`src/rtl/pmem_arbiter.sv`:
```
// Two-to-one I-cache/D-cache arbiter onto a single physical-memory port.
// Optional macro ARB_RR_EN selects round-robin conflict resolution; otherwise the D-cache has fixed priority.
module pmem_arbiter #(
    parameter int ADDR_W = 16,
    parameter int LINE_W = 128
) (
    input  logic              clk,
    input  logic              rst_n,
    input  logic              icache_pmem_read,
    input  logic              icache_pmem_write,
    input  logic [ADDR_W-1:0] icache_pmem_address,
    input  logic [LINE_W-1:0] icache_pmem_wdata,
    output logic              icache_pmem_resp,
    output logic [LINE_W-1:0] icache_pmem_rdata,
    input  logic              dcache_pmem_read,
    input  logic              dcache_pmem_write,
    input  logic [ADDR_W-1:0] dcache_pmem_address,
    input  logic [LINE_W-1:0] dcache_pmem_wdata,
    output logic              dcache_pmem_resp,
    output logic [LINE_W-1:0] dcache_pmem_rdata,
    output logic              pmem_read,
    output logic              pmem_write,
    output logic [ADDR_W-1:0] pmem_address,
    output logic [LINE_W-1:0] pmem_wdata,
    input  logic              pmem_resp,
    input  logic [LINE_W-1:0] pmem_rdata
);

    typedef enum logic [1:0] {
        IDLE    = 2'd0,
        SERVE_I = 2'd1,
        SERVE_D = 2'd2
    } state_t;

    state_t state_r;
    state_t state_nxt_s;
    logic   i_req_s;
    logic   d_req_s;
    logic   pick_d_s;

    assign i_req_s = icache_pmem_read | icache_pmem_write;
    assign d_req_s = dcache_pmem_read | dcache_pmem_write;

    // Read data is broadcast; only the resp pulse is qualified by the grant.
    assign icache_pmem_rdata = pmem_rdata;
    assign dcache_pmem_rdata = pmem_rdata;

`ifdef ARB_RR_EN
    logic last_grant_d_r;

    // Remember which cache completed last so the other one wins the next conflict.
    always_ff @(posedge clk or negedge rst_n) begin
        if (!rst_n) begin
            last_grant_d_r <= 1'b0;
        end else if ((state_r == SERVE_I) && pmem_resp) begin
            last_grant_d_r <= 1'b0;
        end else if ((state_r == SERVE_D) && pmem_resp) begin
            last_grant_d_r <= 1'b1;
        end else begin
            last_grant_d_r <= last_grant_d_r;
        end
    end

    assign pick_d_s = ~last_grant_d_r;
`else
    assign pick_d_s = 1'b1;
`endif

    // Grant state register.
    always_ff @(posedge clk or negedge rst_n) begin
        if (!rst_n) begin
            state_r <= IDLE;
        end else begin
            state_r <= state_nxt_s;
        end
    end

    // Next grant: decide conflicts in IDLE, release on resp or when the owner abandons its request.
    always_comb begin
        state_nxt_s = IDLE;
        case (state_r)
            IDLE: begin
                if (i_req_s && d_req_s) begin
                    state_nxt_s = pick_d_s ? SERVE_D : SERVE_I;
                end else if (d_req_s) begin
                    state_nxt_s = SERVE_D;
                end else if (i_req_s) begin
                    state_nxt_s = SERVE_I;
                end else begin
                    state_nxt_s = IDLE;
                end
            end
            SERVE_I: begin
                if (pmem_resp || !i_req_s) begin
                    state_nxt_s = IDLE;
                end else begin
                    state_nxt_s = SERVE_I;
                end
            end
            SERVE_D: begin
                if (pmem_resp || !d_req_s) begin
                    state_nxt_s = IDLE;
                end else begin
                    state_nxt_s = SERVE_D;
                end
            end
            default: state_nxt_s = IDLE;
        endcase
    end

    // Forward the granted cache's request and route the memory resp back to it alone.
    always_comb begin
        pmem_read        = 1'b0;
        pmem_write       = 1'b0;
        pmem_address     = {ADDR_W{1'b0}};
        pmem_wdata       = {LINE_W{1'b0}};
        icache_pmem_resp = 1'b0;
        dcache_pmem_resp = 1'b0;
        case (state_r)
            SERVE_I: begin
                pmem_read        = icache_pmem_read;
                pmem_write       = icache_pmem_write;
                pmem_address     = icache_pmem_address;
                pmem_wdata       = icache_pmem_wdata;
                icache_pmem_resp = pmem_resp;
            end
            SERVE_D: begin
                pmem_read        = dcache_pmem_read;
                pmem_write       = dcache_pmem_write;
                pmem_address     = dcache_pmem_address;
                pmem_wdata       = dcache_pmem_wdata;
                dcache_pmem_resp = pmem_resp;
            end
            default: begin
                pmem_read        = 1'b0;
                pmem_write       = 1'b0;
            end
        endcase
    end

endmodule

```
`config.mk`:
```
export PLATFORM = sky130hd
export DESIGN_NAME = pmem_arbiter
export DESIGN_NICKNAME = d
export VERILOG_FILES = /design/src/rtl/pmem_arbiter.sv
export SDC_FILE = /design/constraint.sdc
export NUM_CORES = 1
export LEC_CHECK = 0
export CAP_MARGIN = 30
export CORE_AREA = 2 2 325 327
export DETAILED_ROUTE_END_ITERATION = 12
export DIE_AREA = 0 0 327 329
export PLACE_DENSITY = 0.37
export SLEW_MARGIN = 5
export SYNTH_ARGS = -nofsm -noshare
export SYNTH_HDL_FRONTEND = slang
export SYNTH_SLANG_ARGS = --single-unit
```
`constraint.sdc`:
```
create_clock -name clk -period 2.7 [get_ports clk]
set_input_delay 0.54 -clock clk [delete_from_list [all_inputs] [get_ports clk]]
set_output_delay 0.54 -clock clk [all_outputs]
set_load 0.01 [all_outputs]
```
==> results of run 1 <==
-- worst max-delay path, delay by kind of cell (launching register included) --
family                   cells  cell delay (ps)
AND/OR/NAND/NOR              1               70
flip-flops                   1              390
AO/OA/AOI/OAI                1              350
buffers and inverters        3              820
adder cells (fa/ha/maj)      1              200
-- repair_timing --
item,in CTS,in global routing
pin swaps,0,0
cloned,3,1
setup endpoints to repair,77,47
resized for setup,52,54
setup buffers,4,1
-- routing by layer --
layer	track usage	share of wire	routed length (um)	vias to the layer above
met5	0	0.0031	172	-
met4	0.0207	0.024	1330	26
met1	0.107	0.39	21500	2315
li1	-	-	-	2209
met3	0.0751	0.17	9310	114
met2	0.146	0.42	23300	519
-- worst min-delay path by stage --
stage,from,to
global placement,state_r[1]$_DFF_PN0_,state_r[0]$_DFF_PN0_
CTS,rst_n,state_r[0]$_DFF_PN0_
global route,rst_n,state_r[0]$_DFF_PN0_
detailed placement,rst_n,state_r[1]$_DFF_PN0_
finish,rst_n,state_r[0]$_DFF_PN0_
floorplan,rst_n,state_r[0]$_DFF_PN0_
-- through the flow --
step	setup TNS (ps)	setup slack [ps]	power, mW	area (um2)	hold WS (ps)
final	0	23.9	6.80	9330	483
after global routing	-11.5	-5.93	7.35	9320	487
after CTS	-36.1	-34.7	7.07	9250	481
after detailed placement	0	54.4	6.65	9040	716
after global placement	0	147	6.59	9040	651
after floorplan	0	874	2.78	4330	244
-- placed cells by master, fill, tap and decap left out --
master	synthesis	layout
buf_8	0	1
nor2b_4	0	1
dlygate4sd2_1	0	21
buf_16	0	4
or3b_1	1	1
buf_6	0	2
inv_1	3	1
nor2b_2	0	5
ha_1	4	1
clkbuf_2	1	10
dlymetal6s2s_1	0	22
buf_12	0	47
diode_2	0	6
clkdlybuf4s50_1	0	308
bufbuf_16	0	2
buf_4	262	56
clkbuf_16	0	4
nand2b_1	2	2
inv_2	0	2
ha_4	0	3
and2_1	2	2
nor2_1	2	2
a22oi_2	0	1
a211oi_1	2	2
dfrtp_1	2	2
nor2b_1	146	140
clkdlybuf4s15_1	0	7
a22oi_1	146	145
-- final cells by class --
| class | instances | area share |
|---|---|---|
| clock buffers | 3 | 0.00805 |
| inverters | 3 | 0.00121 |
| repair buffers | 481 | 0.564 |
| multi-input cells | 305 | 0.233 |
| well taps | 1391 | 0.187 |
| flip-flops and latches | 2 | 0.00536 |
| diodes | 6 | 0.00161 |
-- kinds of logic (layout without fill, tap and decap cells) --
group	Yosys count	after routing	synth area share
other	0	6	0
adders and majority gates	4	4	0.0116
and+or+nand+nor	153	153	0.220
AOI/OAI and AO/OA	148	148	0.256
DFF	2	2	0.0116
buffers and inverters	307	487	0.500
-- power by group --
group	switching, mW	internal (mW)
clock	0.0403	0.189
sequential	0.0144	0.0406
combinational	3.26	3.26
total	3.32	3.49
==> impl_metrics.toml, run 1 <==
[critical_path]
end_kind = "output pin"
arrival_ps = 2140
rr_endpoint = "state_r[1]$_DFF_PN0_"
worstSetupEndpoint = "pmem_wdata[108]"
path_class = "reg -> out"
crit_path_max_fanout = 26
crit_required_ps = 2160
cp-startpoint = "state_r[0]$_DFF_PN0_"
ff2ff_path_depth = 7
cpPeakStageDelay_ps = 490
r2r_start = "state_r[0]$_DFF_PN0_"
cp_slowest_cell = "clkdlybuf4s50_1"
worstPathCellList = "buf_4 > ha_4 > buf_16 > a22oi_1 > nor2b_4 > clkdlybuf4s50_1"
r2r_slack_ps = 1100
setup.worst_path.start_class = "flop"

[power]
max-vdd-ir-drop_mv = 0.466
leakagePower_nw = 3.27
p_per_area_mw_per_mm2 = 729

[timing]
finalSetupViolations = 0
fmax_ghz = 0.374
finalCritPeriodShare = 0.991
rsz0062_at_grt = "yes"
tightest_slew_ps = 365
fin_crit_ps = 2680
fin_worst_skew_ps = 0.636
hold_viol = 0
finalMaxSlewViolations = 0
relSlewSlack = 0.757

[placement]
dp_hpwl_um = 49200
dpl.cell_count = 2174
io_buffers = 442
routabilityCongestion = 0.741

[logic_synthesis]
synth_most_common_cell = "buf_4"
syn_area_per_cell_um2 = 7.05
ys_warn_count = 0
syn_nets = 1041
synth_seq_cells = 2
synth_cell_type_count = 15
synth_area_leader_cell = "buf_4"
async_reset_ff_frac = 1.00
synth_common_cells = "buf_4 (262), a22oi_1 (146), nor2b_1 (146)"
synthTopCellsByArea = "buf_4 (45%), a22oi_1 (25%), nor2b_1 (21%)"
seq_area_frac_synth = 0.0116
syn_inst = 614
syn_area_mm2 = 0.00433
yosysTopAreaCellShare = 0.454
synth-edff-count = 0
ys.flop_type = "dfrtp_1"

[finish]
multiInputGateArea_mm2 = 0.00218
area_growth_pct = 115
reg.largest.list = "state_r (2)"
postLayoutCoreUtil = 0.0894
drive_above_1_share = 0.174
fin_nets = 1223
largest_register = "state_r"
num-fill-cells = 12100
largest_reg_flops = 2
final_cells = 2191
seq_area_um2 = 50.0

[cts]
cts_hold_buf = 0
cts_max_path_buffers = 2
clock-sinks = 2
cts_tree = "yes"
htreeDepth = 1
clkLatencyLatePin_ps = 230
cts_buffers = 3
cts-root-buf = "clkbuf_16"
cts.clk_slew.worst_paths_ps = 30

[drt]
drt-initial-drc-count = 234
dr_total_vias = 5183
wl_per_cell_um = 25.4
ant_nets = 0
dr.pass1.iters = 4
finalWirelength_um = 55700
drc_errors = 0
vias_per_cell = 2.37

[min_path]
hold_class = "in -> async"

[global_route]
grt_usage = 0.0969
grt_pass1_wl_um = 68300
grt_max_degree = 53
antenna_found_initial = 16
grt_overflow = 0
grt_pass1_vias = 5535

[flow_run]
drv_cap = 0

[die]
initial_core_util = 0.0415
design.die.area_mm2 = 0.108
fp.coreArea_mm2 = 0.104
fp.dieH_um = 329
die_w_um = 327
ioPinCount = 827
rows = 119

[status]
status = "finished, final reports clean"
No activity file was read; power rests on OpenSTA's default activity.
==> run 2, diff against run 1 <==
CORE_AREA = 2 2 321 323   (was 2 2 325 327)
DIE_AREA = 0 0 323 325   (was 0 0 327 329)
PLACE_DENSITY = 0.38   (was 0.37)
clock period = 2.96 ns   (was 2.7 ns; I/O delays follow)
==> impl_metrics.toml, run 2 (synthesis gave the netlist of run 1 again) <==
[die]
ioPinCount = 827
fp.dieH_um = 325
fp.coreArea_mm2 = 0.101
initial_core_util = 0.0428
design.die.area_mm2 = 0.105
die_w_um = 323
rows = 117

[cts]
clkLatencyLatePin_ps = 220
cts_tree = "yes"
cts_max_path_buffers = 2
cts_buffers = 3
clock-sinks = 2
cts-root-buf = "clkbuf_16"
cts.clk_slew.worst_paths_ps = 30
htreeDepth = 1

[status]
status = "finished, final reports clean"

[finish]
largest_register = "state_r"
layout_common_cells = "clkdlybuf4s50_1 (369), a22oi_1 (146), nor2b_1 (146)"
largest_reg_flops = 2
final_area_mm2 = 0.00910
final_cells = 2147
area_growth_pct = 110
reg.largest.list = "state_r (2)"
final_common_cell = "clkdlybuf4s50_1"
drive_above_1_share = 0.112
fin_nets = 1206

[critical_path]
crit_required_ps = 2370
arrival_ps = 2300
path_class = "reg -> out"
rr_endpoint = "state_r[1]$_DFF_PN0_"
end_kind = "output pin"
ff2ff_path_depth = 6
crit_path_max_fanout = 47
r2r_start = "state_r[0]$_DFF_PN0_"
r2r_slack_ps = 1300
setup.worst_path.start_class = "flop"

[placement]
dp_hpwl_um = 44000
postPlaceCellArea_mm2 = 0.00893
pre_cts_slack_ps = 187
routabilityCongestion = 0.708
io_buffers = 442
dpl.cell_count = 2138

[drt]
finalWirelength_um = 50300
wl_per_cell_um = 23.4
dr_total_vias = 5033
drt-initial-drc-count = 188
drc_errors = 0
vias_per_cell = 2.34
dr.pass1.iters = 4
ant_nets = 0

[timing]
fin_crit_ps = 2890
fin_worst_skew_ps = 3.91
finalMaxSlewViolations = 0
final.setup.worst_slack_ps = 69.7
final.setup.tns_ps = 0
hold_viol = 0
tightest_slew_ps = 362
fmax_ghz = 0.346
finalSetupViolations = 0
relSlewSlack = 0.759
rsz0062_at_grt = "no"
finalCritPeriodShare = 0.976

[global_route]
grt_pass1_wl_um = 60700
antenna_found_initial = 14
grt_max_degree = 54
grt_usage = 0.0868
grt_overflow = 0
grt_pass1_vias = 5355

[power]
p_total_mw = 5.93
leakagePower_nw = 2.71
p_per_area_mw_per_mm2 = 652
max-vdd-ir-drop_mv = 0.407

[min_path]
hold_class = "in -> async"

[flow_run]
drv_cap = 0
-- run 2: cell count changes in the layout (fill, tap and decap cells not counted), sizes merged --
cell           change
buf               -32
bufbuf             -2
clkbuf             -9
clkdlybuf4s15      -7
clkdlybuf4s50     +61
diode              -4
dlygate4sd2        -7
dlymetal6s2s      -21
-- run 2: per-layer routing --
| metal | GRT usage | wire length [um] | vias to the layer above |
|---|---|---|---|
| li1 | - | - | 2168 |
| met3 | 0.0572 | 7400 | 131 |
| met5 | 0 | 202 | - |
| met2 | 0.130 | 21100 | 496 |
| met1 | 0.101 | 20100 | 2210 |
| met4 | 0.0229 | 1460 | 28 |
-- run 2: final cells by class --
class,instances,area [um2]
Fill cell,11900,92200
Timing Repair Buffer,464,5090
Multi-Input combinational cell,305,2150
Tap cell,1368,1710
Clock buffer,3,75.1
Sequential cell,2,50.0
Inverter,3,11.3
Antenna cell,2,5.00
-- run 2: how the worst max path moves through the flow --
stage                         start                to  slack [ps]  cells past startpoint
2_1_floorplan  state_r[0]$_DFF_PN0_  pmem_address[10]        1080                      5
3_3_place_gp   state_r[0]$_DFF_PN0_    pmem_wdata[88]         270                      6
3_5_place_dp   state_r[0]$_DFF_PN0_    pmem_wdata[78]         190                      6
4_1_cts        state_r[1]$_DFF_PN0_   pmem_address[6]          50                      7
5_1_grt        state_r[0]$_DFF_PN0_    pmem_wdata[42]         0.7                      6
6_report       state_r[0]$_DFF_PN0_    pmem_wdata[42]          70                      6
-- run 2: what timing repair did --
action                     in CTS  in global routing
hold buffers                    0                  0
gates resized for setup        16                  2
buffers inserted                0                  2
cloned                          0                  2
setup endpoints to repair      16                  7
-- run 2: critical path, stage by stage (launching register included) --
cell and delay (ps):
dfrtp_1 430, inv_2 140, ha_4 210, buf_12 240
a22oi_1 170, nor2b_1 140, clkdlybuf4s50_1 640
-- run 2: where the power goes --
| group | switching (mW) | total [mW] | internal [mW] |
|---|---|---|---|
| logic | 2.86 | 5.68 | 2.82 |
| registers | 0.0132 | 0.0503 | 0.0371 |
| clock network | 0.0308 | 0.203 | 0.172 |
| total | 2.91 | 5.93 | 3.03 |
-- run 2: metrics by stage --
| step | hold slack [ps] | utilization |
|---|---|---|
| after global routing | 542 | 0.0898 |
| final | 544 | 0.0898 |
| after CTS | 540 | 0.0888 |
| after floorplan | 296 | - |
| after global placement | 651 | 0.0881 |
| after detailed placement | 692 | 0.0881 |
